$ cat config.mk
export PLATFORM = sky130hd
export DESIGN_NAME = ldpc_encoder
export DESIGN_NICKNAME = d
export VERILOG_FILES = /design/src/rtl/ldpc_encoder.sv
export SDC_FILE = /design/constraint.sdc
export NUM_CORES = 1
export LEC_CHECK = 0
export ABC_AREA = 1
export BUFFER_PORTS_ARGS = -buffer_cell sky130_fd_sc_hd__buf_2
export CAP_MARGIN = 20
export CORE_MARGIN = 1.5
export CORE_UTILIZATION = 50
export DETAILED_ROUTE_END_ITERATION = 10
export GPL_TIMING_DRIVEN = 0
export PLACE_DENSITY = 0.76
export SYNTH_ARGS = -nofsm -noshare
export SYNTH_HDL_FRONTEND = slang
export SYNTH_SLANG_ARGS = --single-unit
export TNS_END_PERCENT = 100
$ cat constraint.sdc
create_clock -name clk -period 7.5 [get_ports clk]
set_input_delay 0.375 -clock clk [delete_from_list [all_inputs] [get_ports clk]]
set_output_delay 0.375 -clock clk [all_outputs]
set_load 0.02 [all_outputs]
$ cat src/rtl/ldpc_encoder.sv
// Systematic LDPC encoder: forwards message beats, folds each into a
// quasi-cyclic syndrome s, prefix-XORs s into parity p, then emits p packed K lanes per beat.
// state | meaning
// IDLE  | waiting for en
// LOAD  | accepting message beats, forwarding them, updating s
// ACCUM | one cycle per parity bit: p[i] = p[i-1] ^ s[i]
// EMIT  | sending packed parity beats
module ldpc_encoder #(
  parameter int K          = 6,
  parameter int L          = 32,
  parameter int ADDR_WIDTH = 5
) (
  input  logic         clk,
  input  logic         reset,
  input  logic         en,
  input  logic         in_valid,
  output logic         in_ready,
  input  logic [K-1:0] in_data,
  output logic         out_valid,
  input  logic         out_ready,
  output logic [K-1:0] out_data,
  output logic         out_parity,
  output logic         out_last,
  output logic         busy
);

  localparam int NPB = (L + K - 1) / K;
  localparam int SW  = (L > 1) ? $clog2(L) : 1;

  typedef enum logic [1:0] {IDLE, LOAD, ACCUM, EMIT} state_t;

  state_t                state_q, state_d;
  logic [L-1:0]          s_q, s_d;
  logic [L-1:0]          p_q, p_d;
  logic                  acc_q, acc_d;
  logic                  acc_done_q, acc_done_d;
  logic [ADDR_WIDTH-1:0] beat_q, beat_d;
  logic [ADDR_WIDTH-1:0] idx_q, idx_d;
  logic [ADDR_WIDTH-1:0] em_q, em_d;
  logic                  out_valid_q, out_valid_d;
  logic [K-1:0]          out_data_q, out_data_d;
  logic                  out_parity_q, out_parity_d;
  logic                  out_last_q, out_last_d;

  logic                  out_free;
  logic                  out_take;
  logic                  accept;
  logic                  last_beat;
  logic                  accum_end;
  logic                  emit_last;
  int                    tgt;

  function automatic int lane_off(input int k);
    return (k * (k + 1)) % L;
  endfunction

  // Lanes past the end of p are padded with zeros.
  function automatic logic [K-1:0] parity_beat(input logic [L-1:0] pv, input int j);
    logic [K-1:0] b;
    int           n;
    b = '0;
    for (int i = 0; i < K; i++) begin
      n = j * K + i;
      if (n < L) b[i] = pv[SW'(n)];
    end
    return b;
  endfunction

  assign out_free  = !out_valid_q || out_ready;
  assign out_take  = out_valid_q && out_ready;
  assign accept    = (state_q == LOAD) && in_valid && out_free;
  assign last_beat = (beat_q == ADDR_WIDTH'(L - 1));
  assign accum_end = acc_done_q || (idx_q == ADDR_WIDTH'(L - 1));
  assign emit_last = (em_q == ADDR_WIDTH'(NPB - 1));

  always_ff @(posedge clk or negedge reset) begin
    if (!reset) state_q <= IDLE;
    else        state_q <= state_d;
  end

  always_comb begin
    state_d = state_q;
    case (state_q)
      IDLE:    if (en) state_d = LOAD;
      LOAD:    if (accept && last_beat) state_d = ACCUM;
      ACCUM:   if (accum_end && out_free) state_d = EMIT;
      EMIT:    if (out_take && emit_last) state_d = IDLE;
      default: state_d = IDLE;
    endcase
  end

  always_comb begin
    in_ready   = (state_q == LOAD) && out_free;
    busy       = (state_q != IDLE);
    out_valid  = out_valid_q;
    out_data   = out_data_q;
    out_parity = out_parity_q;
    out_last   = out_last_q;
  end

  always_comb begin
    s_d          = s_q;
    p_d          = p_q;
    acc_d        = acc_q;
    acc_done_d   = acc_done_q;
    beat_d       = beat_q;
    idx_d        = idx_q;
    em_d         = em_q;
    out_valid_d  = out_valid_q;
    out_data_d   = out_data_q;
    out_parity_d = out_parity_q;
    out_last_d   = out_last_q;
    tgt          = 0;
    case (state_q)
      IDLE: begin
        if (en) begin
          s_d        = '0;
          p_d        = '0;
          acc_d      = 1'b0;
          acc_done_d = 1'b0;
          beat_d     = '0;
          idx_d      = '0;
          em_d       = '0;
        end
      end
      LOAD: begin
        if (out_take) out_valid_d = 1'b0;
        if (accept) begin
          out_valid_d  = 1'b1;
          out_data_d   = in_data;
          out_parity_d = 1'b0;
          out_last_d   = 1'b0;
          for (int k = 0; k < K; k++) begin
            tgt = int'(beat_q) + lane_off(k);
            if (tgt >= L) tgt = tgt - L;
            s_d[SW'(tgt)] = s_d[SW'(tgt)] ^ in_data[k];
          end
          if (last_beat) begin
            beat_d     = '0;
            idx_d      = '0;
            acc_d      = 1'b0;
            acc_done_d = 1'b0;
          end else begin
            beat_d = beat_q + ADDR_WIDTH'(1);
          end
        end
      end
      ACCUM: begin
        // The last systematic beat may still be waiting; accumulation runs regardless.
        if (out_take) out_valid_d = 1'b0;
        if (!acc_done_q) begin
          acc_d             = acc_q ^ s_q[SW'(idx_q)];
          p_d[SW'(idx_q)]   = acc_d;
          if (idx_q == ADDR_WIDTH'(L - 1)) acc_done_d = 1'b1;
          else                             idx_d      = idx_q + ADDR_WIDTH'(1);
        end
        if (accum_end && out_free) begin
          out_valid_d  = 1'b1;
          out_data_d   = parity_beat(p_d, 0);
          out_parity_d = 1'b1;
          out_last_d   = (NPB == 1);
          em_d         = '0;
          acc_done_d   = 1'b0;
          idx_d        = '0;
        end
      end
      EMIT: begin
        if (out_take) begin
          if (emit_last) begin
            out_valid_d  = 1'b0;
            out_data_d   = '0;
            out_parity_d = 1'b0;
            out_last_d   = 1'b0;
            em_d         = '0;
          end else begin
            em_d       = em_q + ADDR_WIDTH'(1);
            out_data_d = parity_beat(p_q, int'(em_q) + 1);
            out_last_d = (int'(em_q) + 1 == NPB - 1);
          end
        end
      end
      default: ;
    endcase
  end

  always_ff @(posedge clk or negedge reset) begin
    if (!reset) begin
      s_q          <= '0;
      p_q          <= '0;
      acc_q        <= 1'b0;
      acc_done_q   <= 1'b0;
      beat_q       <= '0;
      idx_q        <= '0;
      em_q         <= '0;
      out_valid_q  <= 1'b0;
      out_data_q   <= '0;
      out_parity_q <= 1'b0;
      out_last_q   <= 1'b0;
    end else begin
      s_q          <= s_d;
      p_q          <= p_d;
      acc_q        <= acc_d;
      acc_done_q   <= acc_done_d;
      beat_q       <= beat_d;
      idx_q        <= idx_d;
      em_q         <= em_d;
      out_valid_q  <= out_valid_d;
      out_data_q   <= out_data_d;
      out_parity_q <= out_parity_d;
      out_last_q   <= out_last_d;
    end
  end

endmodule
==> results of run 1 <==
stage by stage:
stage / area [um^2] / power [mW] / setup WS (ns) / setup TNS, ns / instances
after CTS: 10800 / 1.25 / 0.00765 / 0 / 1900
after global placement: 10500 / 0.775 / 0.00491 / 0 / 1883
final: 10900 / 1.26 / 0.458 / 0 / 1904
after floorplan: 10000 / 0.705 / 1.56 / 0 / 1597
after detailed placement: 10500 / 0.780 / -0.0476 / -0.328 / 1885
after global routing: 10900 / 1.31 / -0.0000773 / -0.0000773 / 1904
cell usage in the layout, fill, tap and decap left out, types with 7 or more instances in the layout:
cell / instances
buf_8: 8
clkbuf_1: 40
buf_4: 9
nand3_4: 7
nand3b_1: 9
xor2_1: 10
dfrtp_1: 91
or2_2: 33
o22ai_1: 30
a21o_1: 12
o21ai_0: 130
buf_2: 33
a21oi_1: 87
nand3_1: 218
nand2_1: 357
ha_1: 39
nor2_1: 168
nor3_1: 16
buf_6: 10
inv_1: 172
o211ai_1: 13
clkbuf_16: 9
nand3_2: 44
kinds of logic after synthesis:
family                     Yosys count  share of synthesized area, %
buffers and inverters              262                          11.2
xor gates and xnor gates            15                          1.31
AOI/OAI and AO/OA                  314                          18.0
DFF                                 92                          23.0
adders and majority gates           40                          5.07
and+or+nand+nor                    868                          40.8
muxes                                6                         0.674
state kept, by name, indices dropped and copies added (netlist names):
name / cells
acc_done_q: 1
acc_q: 1
beat_q: 5
em_q: 5
idx_q: 5
out_data: 6
out_last: 1
out_parity: 1
out_valid: 1
p_q: 32
s_q: 32
state_q: 2
worst max-delay path by stage:
stage | from | endpoint | slack, ns | cells after the start
6_report | beat_q[0] | s_q[10] | 0.46 | 57
5_1_grt | beat_q[0] | s_q[10] | -0.00008 | 59
4_1_cts | beat_q[0] | s_q[14] | 0.008 | 54
3_5_place_dp | beat_q[0] | s_q[14] | -0.05 | 52
3_3_place_gp | beat_q[0] | s_q[14] | 0.005 | 54
2_1_floorplan | beat_q[0] | s_q[10] | 1.56 | 56
final cells by class:
cell class	instances	area [um^2]	area share (%)
Clock inverter	6	71.3	0.652
Buffer	79	493	4.50
Multi-Input combinational cell	1243	6650	60.7
Clock buffer	9	225	2.06
Sequential cell	92	2300	21.0
Inverter	183	701	6.40
Tap cell	265	332	3.03
Timing Repair Buffer	27	173	1.58
power by group through the flow:
| stage | sequential [mW] | clock [mW] | combinational (mW) |
|---|---|---|---|
| finish | 0.505 | 0.469 | 0.283 |
| global route | 0.505 | 0.496 | 0.306 |
| CTS | 0.504 | 0.476 | 0.268 |
| detailed placement | 0.514 | 0 | 0.266 |
| global placement | 0.514 | 0 | 0.261 |
| floorplan | 0.513 | 0 | 0.192 |
layer usage:
layer / share of wire, % / up-vias / track usage, %
met5: 0 / - / 0
met4: 4.6 / 0 / 14.6
met3: 8.6 / 104 / 4.50
met2: 47 / 572 / 55.2
met1: 40 / 5236 / 41.0
li1: - / 5404 / -
repair_timing:
item	CTS	global route
pin swaps	0	2
buffers inserted	0	4
endpoints found under the setup margin	10	16
resized for setup	2	35
worst max-delay path: cells and delay by family (launching register included):
| kind | cells | cell delay [ns] |
|---|---|---|
| flip-flops | 1 | 0.47 |
| buffers and inverters | 12 | 1.83 |
| AO/OA/AOI/OAI | 1 | 0.23 |
| adder cells (fa/ha/maj) | 1 | 0.20 |
| AND/OR/NAND/NOR | 43 | 4.16 |
==> results.md, run 1 <==
- R2r setup slk: 0.46 ns
- Synth area leaders: dfrtp_1 23%, nand2_1 13%, nand3_1 11%
- Setup crit end kind: flop
- Fin nets: approximately 1700
- Most frequent cell after synthesis: nand2_1
- Syn nets: ~1600
- Slowest-stage cell, CP: dfrtp_2
- Status: finished clean
- Startpoint Class: flop
- Area growth, synth to finish: 9.15%
- Pin count of the biggest net entering global routing: 48
- Peak supply drop: 0.103 mV
- CP required: 7.75 ns
- Slew of the pin with the lowest slew margin: 0.846 ns
- Gr ovfl total: 0
- DRT antenna net count: 0
- Net Sw Frac: 32.4%
- Clk buf depth: 2
- FILL cells: 1982
- Endpoints failing setup: 0
- Initial antenna violation count: 0
- Clock group share of total power: 37.3%
- Number of flops mapped to enable cells by yosys: 0
- Part of the power in registers: between 40% and 50%
- CTS tree: built
- Yosys top cell area share: 23.0%
- Later-pin clock latency in the skew report: 0.35 ns
- Drt drc: 0
- Clock skew: around 0.014 ns
- Worst slew margin: 43.2%
- Max FO, Critical Path: 11
- PortBufs: 21
- Internal: roughly 0.85 mW
- Site Rows: 51
- Sw power: around 0.4 mW
- Asr flop ratio synth: 100%
- Mean cell area of the mapped netlist: 6.28 um^2
- Combinational power share: 22.5%
- Worst Hold Class: primary input to async pin
- Final hold viol count: 0
- CP Class: flop to flop
- H-tree depth: 3
- Final Max Tran Viols: 0
- Worst EP arrival: between 7 and 8 ns
- Pwr/cell area: approximately 110 nW/um^2
- TritonRoute pass-1 iters: 8
- Synth Instances: 1597
- Die X: ~140 um
- Mean routed wirelength per cell: about 18 um
- Ys flop type: dfrtp_1
- Fmax achieved: approximately 140 MHz
- Commonest cells in the netlist: 357 x nand2_1, 218 x nand3_1, 173 x inv_1
- Initial Utilization: 51.2%
- Core ar.: 19600 um^2
- Cell Area, Synth: 10000 um^2
- CTS buffer count: 9
- Reg2reg start: beat_q[0]
- Antenna Cells: 0
- Vias in the first global route: 10200
- Final min period: 7.04 ns
- RR Endpoint: s_q[10]
- Pleak: ~5.4 nW
- #FFs+latches synth: 92
- Hpwl dp: about 26000 um
- GPL Wtd Cong: 1.00
- Initial drt markers: 1095
- Root Buffer: clkbuf_16
- CP dominant cell by count: nand3_1
- Seq/Total Area, Yosys: between 20 and 25%
- Wire length of the first global-routing pass: 52700 um
- Die area: 20900 um^2
- Yosys cell types: 55
- All-Layer GR Usage: 32.5%
- Vias per cell: 5.94
- DRT Wirelength: 33800 um
- Final hold slack: 0.0395 ns
- Die height: 145 um
- Utilization after layout: between 50% and 60%
- Critical path's largest stage delay: 0.47 ns
- Post-route clock period utilization: between 90% and 100%
- Synth area leader: dfrtp_1
- Synth warn: 0
- DR vias: between 10000 and 15000
- Ports: 22
- Clk slew on worst S/H paths: 0.07 ns
- Share of layout cells above drive strength 1: 11.5%
- Worst r2r path cells: 57
- MaxCap Viol Count: 0
- CTS sink cnt: 92
- Hold-fix buffers, CTS: 0
(Power assumes the default switching activity.)
==> inputs of run 2 (changes only) <==
--- a/config.mk
+++ b/config.mk
@@ -5,14 +5,12 @@
 export SDC_FILE = /design/constraint.sdc
 export NUM_CORES = 1
 export LEC_CHECK = 0
-export ABC_AREA = 1
 export BUFFER_PORTS_ARGS = -buffer_cell sky130_fd_sc_hd__buf_2
-export CAP_MARGIN = 20
 export CORE_MARGIN = 1.5
 export CORE_UTILIZATION = 50
 export DETAILED_ROUTE_END_ITERATION = 10
 export GPL_TIMING_DRIVEN = 0
-export PLACE_DENSITY = 0.76
+export PLACE_DENSITY = 0.68
 export SYNTH_ARGS = -nofsm -noshare
 export SYNTH_HDL_FRONTEND = slang
 export SYNTH_SLANG_ARGS = --single-unit
==> results.md, run 2 <==
- Die area: 21900 um^2 (was 20900 um^2)
- CTS tree: built (unchanged)
- CTS buffer count: 9 (unchanged)
- #FFs+latches synth: 92 (unchanged)
- Mux cell area share after synthesis: 11.2% (was 0.674%)
- Setup crit end kind: flop (unchanged)
- Yosys cell types: 105 (was 55)
- Pwr/cell area: 406 nW/um^2 (was 115 nW/um^2)
- Cell Area, Synth: 10500 um^2 (was 10000 um^2)
- Share of layout cells above drive strength 1: 12.4% (was 11.5%)
- Die X: 148 um (was 145 um)
- CP Class: flop to flop (unchanged)
- Wire length of the first global-routing pass: 61700 um (was 52700 um)
- DRT Wirelength: 40700 um (was 33800 um)
- Endpoints failing setup: 0 (unchanged)
- FILL cells: 1990 (was 1982)
- Clock group share of total power: 9.0% (was 37.3%)
- Most common cell after layout, fill and taps aside: nand2_1 (unchanged)
- Synth Area in Compound Gates: 29.8% (was 18.0%)
- Part of the power in registers: 14.2% (was 40.2%)
- Synth area leader: dfrtp_1 (unchanged)
- Synth Area in XOR/XNOR: 2.32% (was 1.31%)
- Post-route clock period utilization: 96.3% (was 93.9%)
- Status: finished clean (unchanged)
- Most frequent cell after synthesis: nand2_1 (unchanged)
- Worst Hold Class: primary input to flop (was primary input to async pin)
- Clock skew: 0.00862 ns (was 0.0141 ns)
- PortBufs: 20 (was 21)
- Internal: 1.96 mW (was 0.850 mW)
- CTS sink cnt: 92 (unchanged)
- Later-pin clock latency in the skew report: 0.34 ns (was 0.35 ns)
- Commonest cells in the netlist: 193 x nand2_1, 126 x o21ai_0, 98 x nor2_1 (was 357 x nand2_1, 218 x nand3_1, 173 x inv_1)
- Synth area leaders: dfrtp_1 22%, mux4_2 7.1%, nand2_1 6.9% (was dfrtp_1 23%, nand2_1 13%, nand3_1 11%)
- Ports: 22 (unchanged)
- Tot Pwr: 4.67 mW (was 1.26 mW)
- Drt drc: 0 (unchanged)
- Worst slew margin: 9.50% (was 43.2%)
- Clk slew on worst S/H paths: 0.06 ns (was 0.07 ns)
- Fmax achieved: 138 MHz (was 142 MHz)
- Pin count of the biggest net entering global routing: 71 (was 48)
- Clk buf depth: 2 (unchanged)
- Hpwl dp: 31300 um (was 26000 um)
- Peak supply drop: 0.390 mV (was 0.103 mV)
- Vias per cell: 6.81 (was 5.94)
- Hold path cells: 4
- Ys flop type: dfrtp_1 (unchanged)
- TritonRoute pass-1 iters: 5 (was 8)
- Number of placed cells counting well taps: 1648 (was 1885)
- Initial antenna violation count: 0 (unchanged)
- Simple logic cell fraction of the synthesized area: 24.9% (was 40.8%)
- Combinational power share: 76.8% (was 22.5%)
- Area growth, synth to finish: 9.33% (was 9.15%)
- Seq/Total Area, Yosys: 21.9% (was 23.0%)
- Worst r2r path cells: 29 (was 57)
- Number of flops mapped to enable cells by yosys: 0 (unchanged)
- Core ar.: 20400 um^2 (was 19600 um^2)
- Gr ovfl total: 0 (unchanged)
- Final min period: 7.22 ns (was 7.04 ns)
- GPL Wtd Cong: 1.03 (was 1.00)
- Sw power: 2.72 mW (was 0.407 mW)
- Max FO, Critical Path: 10 (was 11)
- Multi-input logic area: 7820 um^2 (was 6650 um^2)
- Startpoint Class: flop (unchanged)
- Die height: 148 um (was 145 um)
- DR vias: 11400 (was 11300)
- Adder-cell share of the synthesized area: 4.83% (was 5.07%)
- Final hold viol count: 0 (unchanged)
- All-Layer GR Usage: 36.7% (was 32.5%)
- Sequential Area: 2300 um^2 (unchanged)
- Yosys top cell area share: 21.9% (was 23.0%)
- DRT antenna net count: 0 (unchanged)
- Asr flop ratio synth: 100% (unchanged)
- Slew of the pin with the lowest slew margin: 1.35 ns (was 0.846 ns)
- Commonest cells after routing, fill and taps aside: 192 x nand2_1, 125 x o21ai_0, 97 x nor2_1 (was 357 x nand2_1, 218 x nand3_1, 172 x inv_1)
- Mean routed wirelength per cell: 24.3 um (was 17.8 um)
- Root Buffer: clkbuf_16 (unchanged)
- Initial Utilization: 51.5% (was 51.2%)
- Largest family of logic cells by synthesized area: compound AO/OA/AOI/OAI gates (was simple AND/OR/NAND/NOR gates)
- Syn nets: 1408 (was 1648)
- MaxCap Viol Count: 0 (unchanged)
- Fin nets: 1452 (was 1686)
- Site Rows: 52 (was 51)
- Antenna Cells: 0 (unchanged)
- Synth warn: 0 (unchanged)
- Mean cell area of the mapped netlist: 7.75 um^2 (was 6.28 um^2)
- Net Sw Frac: 58.2% (was 32.4%)
- Final Max Tran Viols: 0 (unchanged)
- Cell Count, Final, Fillers Out: 1673 (was 1904)
- Slowest-stage cell, CP: or4_4 (was dfrtp_2)
- Pleak: 4.39 nW (was 5.39 nW)
- Worst EP arrival: 7.46 ns (was 7.29 ns)
- Synth Instances: 1357 (was 1597)
- H-tree depth: 3 (unchanged)
- RSZ-0062 raised after global routing: no
- Critical path's largest stage delay: 0.61 ns (was 0.47 ns)
- Vias in the first global route: 10700 (was 10200)
- Initial drt markers: 1312 (was 1095)
- CP required: 7.74 ns (was 7.75 ns)
## run 2: cell count changes in the layout (fill, tap and decap cells not counted), sizes merged, moves of 23 or more
cell	change
o22ai	-23
nand2	-168
nand3	-218
o31ai	+24
a31oi	+34
inv	-148
and2	+30
mux4	+33
mux2i	+26
nor2	-72
nor3	+24
## run 2: area by class of cell
cell class | count | share of cell area, %
Buffer | 92 | 3.60
Clock buffer | 11 | 2.20
Clock inverter | 2 | 0.109
Inverter | 35 | 1.19
Multi-Input combinational cell | 1137 | 67.9
Sequential cell | 92 | 20.0
Tap cell | 270 | 2.94
Timing Repair Buffer | 34 | 2.00
## run 2: power groups by stage
stage | sequential (mW) | combinational [mW] | clock [mW]
after floorplan | 0.640 | 2.31 | 0
after global placement | 0.668 | 3.26 | 0
after detailed placement | 0.669 | 3.26 | 0
after global routing | 0.664 | 3.78 | 0.444
final | 0.663 | 3.59 | 0.423
after CTS | 0.661 | 3.34 | 0.425
## run 2: through the flow
step	hold slack (ns)	setup slack [ns]	util, %	area, um^2	TNS [ns]
floorplan	0.0794	0.895	-	10500	0
global placement	0.473	-1.42	53.7	11000	-20.09
detailed placement	0.298	-1.34	53.8	11000	-19.64
CTS	0.367	0.0102	55.6	11400	0
global route	0.394	0.00734	56.3	11500	0
finish	0.381	0.277	56.3	11500	0
## run 2: cells by family after synthesis
family          after synthesis
xor+xnor                     27
compound gates              461
mux                          75
simple gates                534
buf+inv                     128
flops                        92
fa+ha+maj                    40
## run 2: worst max-delay path: cells and delay by family, from the launching register on
kind,cells,cell delay [ns]
DFF,1,0.40
buffers and inverters,6,1.08
xor gates and xnor gates,1,0.22
AOI/OAI and AO/OA,14,3.36
and+or+nand+nor,8,2.07
## run 2: routing by layer
| metal | track usage [%] | part of all wire, % |
|---|---|---|
| met1 | 44.9 | 38 |
| met2 | 60.8 | 46 |
| met3 | 6.87 | 9.3 |
| met4 | 21.1 | 6.6 |
| met5 | 0 | 0 |
## run 2: final timing paths
path | endpoint | slack, ns | start
worst min-delay path | out_valid | 0.38 | out_ready
worst max register to register | s_q[1] | 0.28 | beat_q[0]
min in group asynchronous | p_q[13] | 0.47 | reset
worst min register to register | out_data[1] | 0.49 | out_data[1]
worst max-delay path | s_q[1] | 0.28 | beat_q[0]
max in group asynchronous | acc_done_q | 6.37 | reset
## run 2: timing repair
action,4_1_cts,5_1_grt
endpoints found under the hold margin,22,0
pin swaps,1,4
gates resized for setup,16,24
endpoints found under the setup margin,16,16
buffers inserted,4,8
hold buffers,1,0
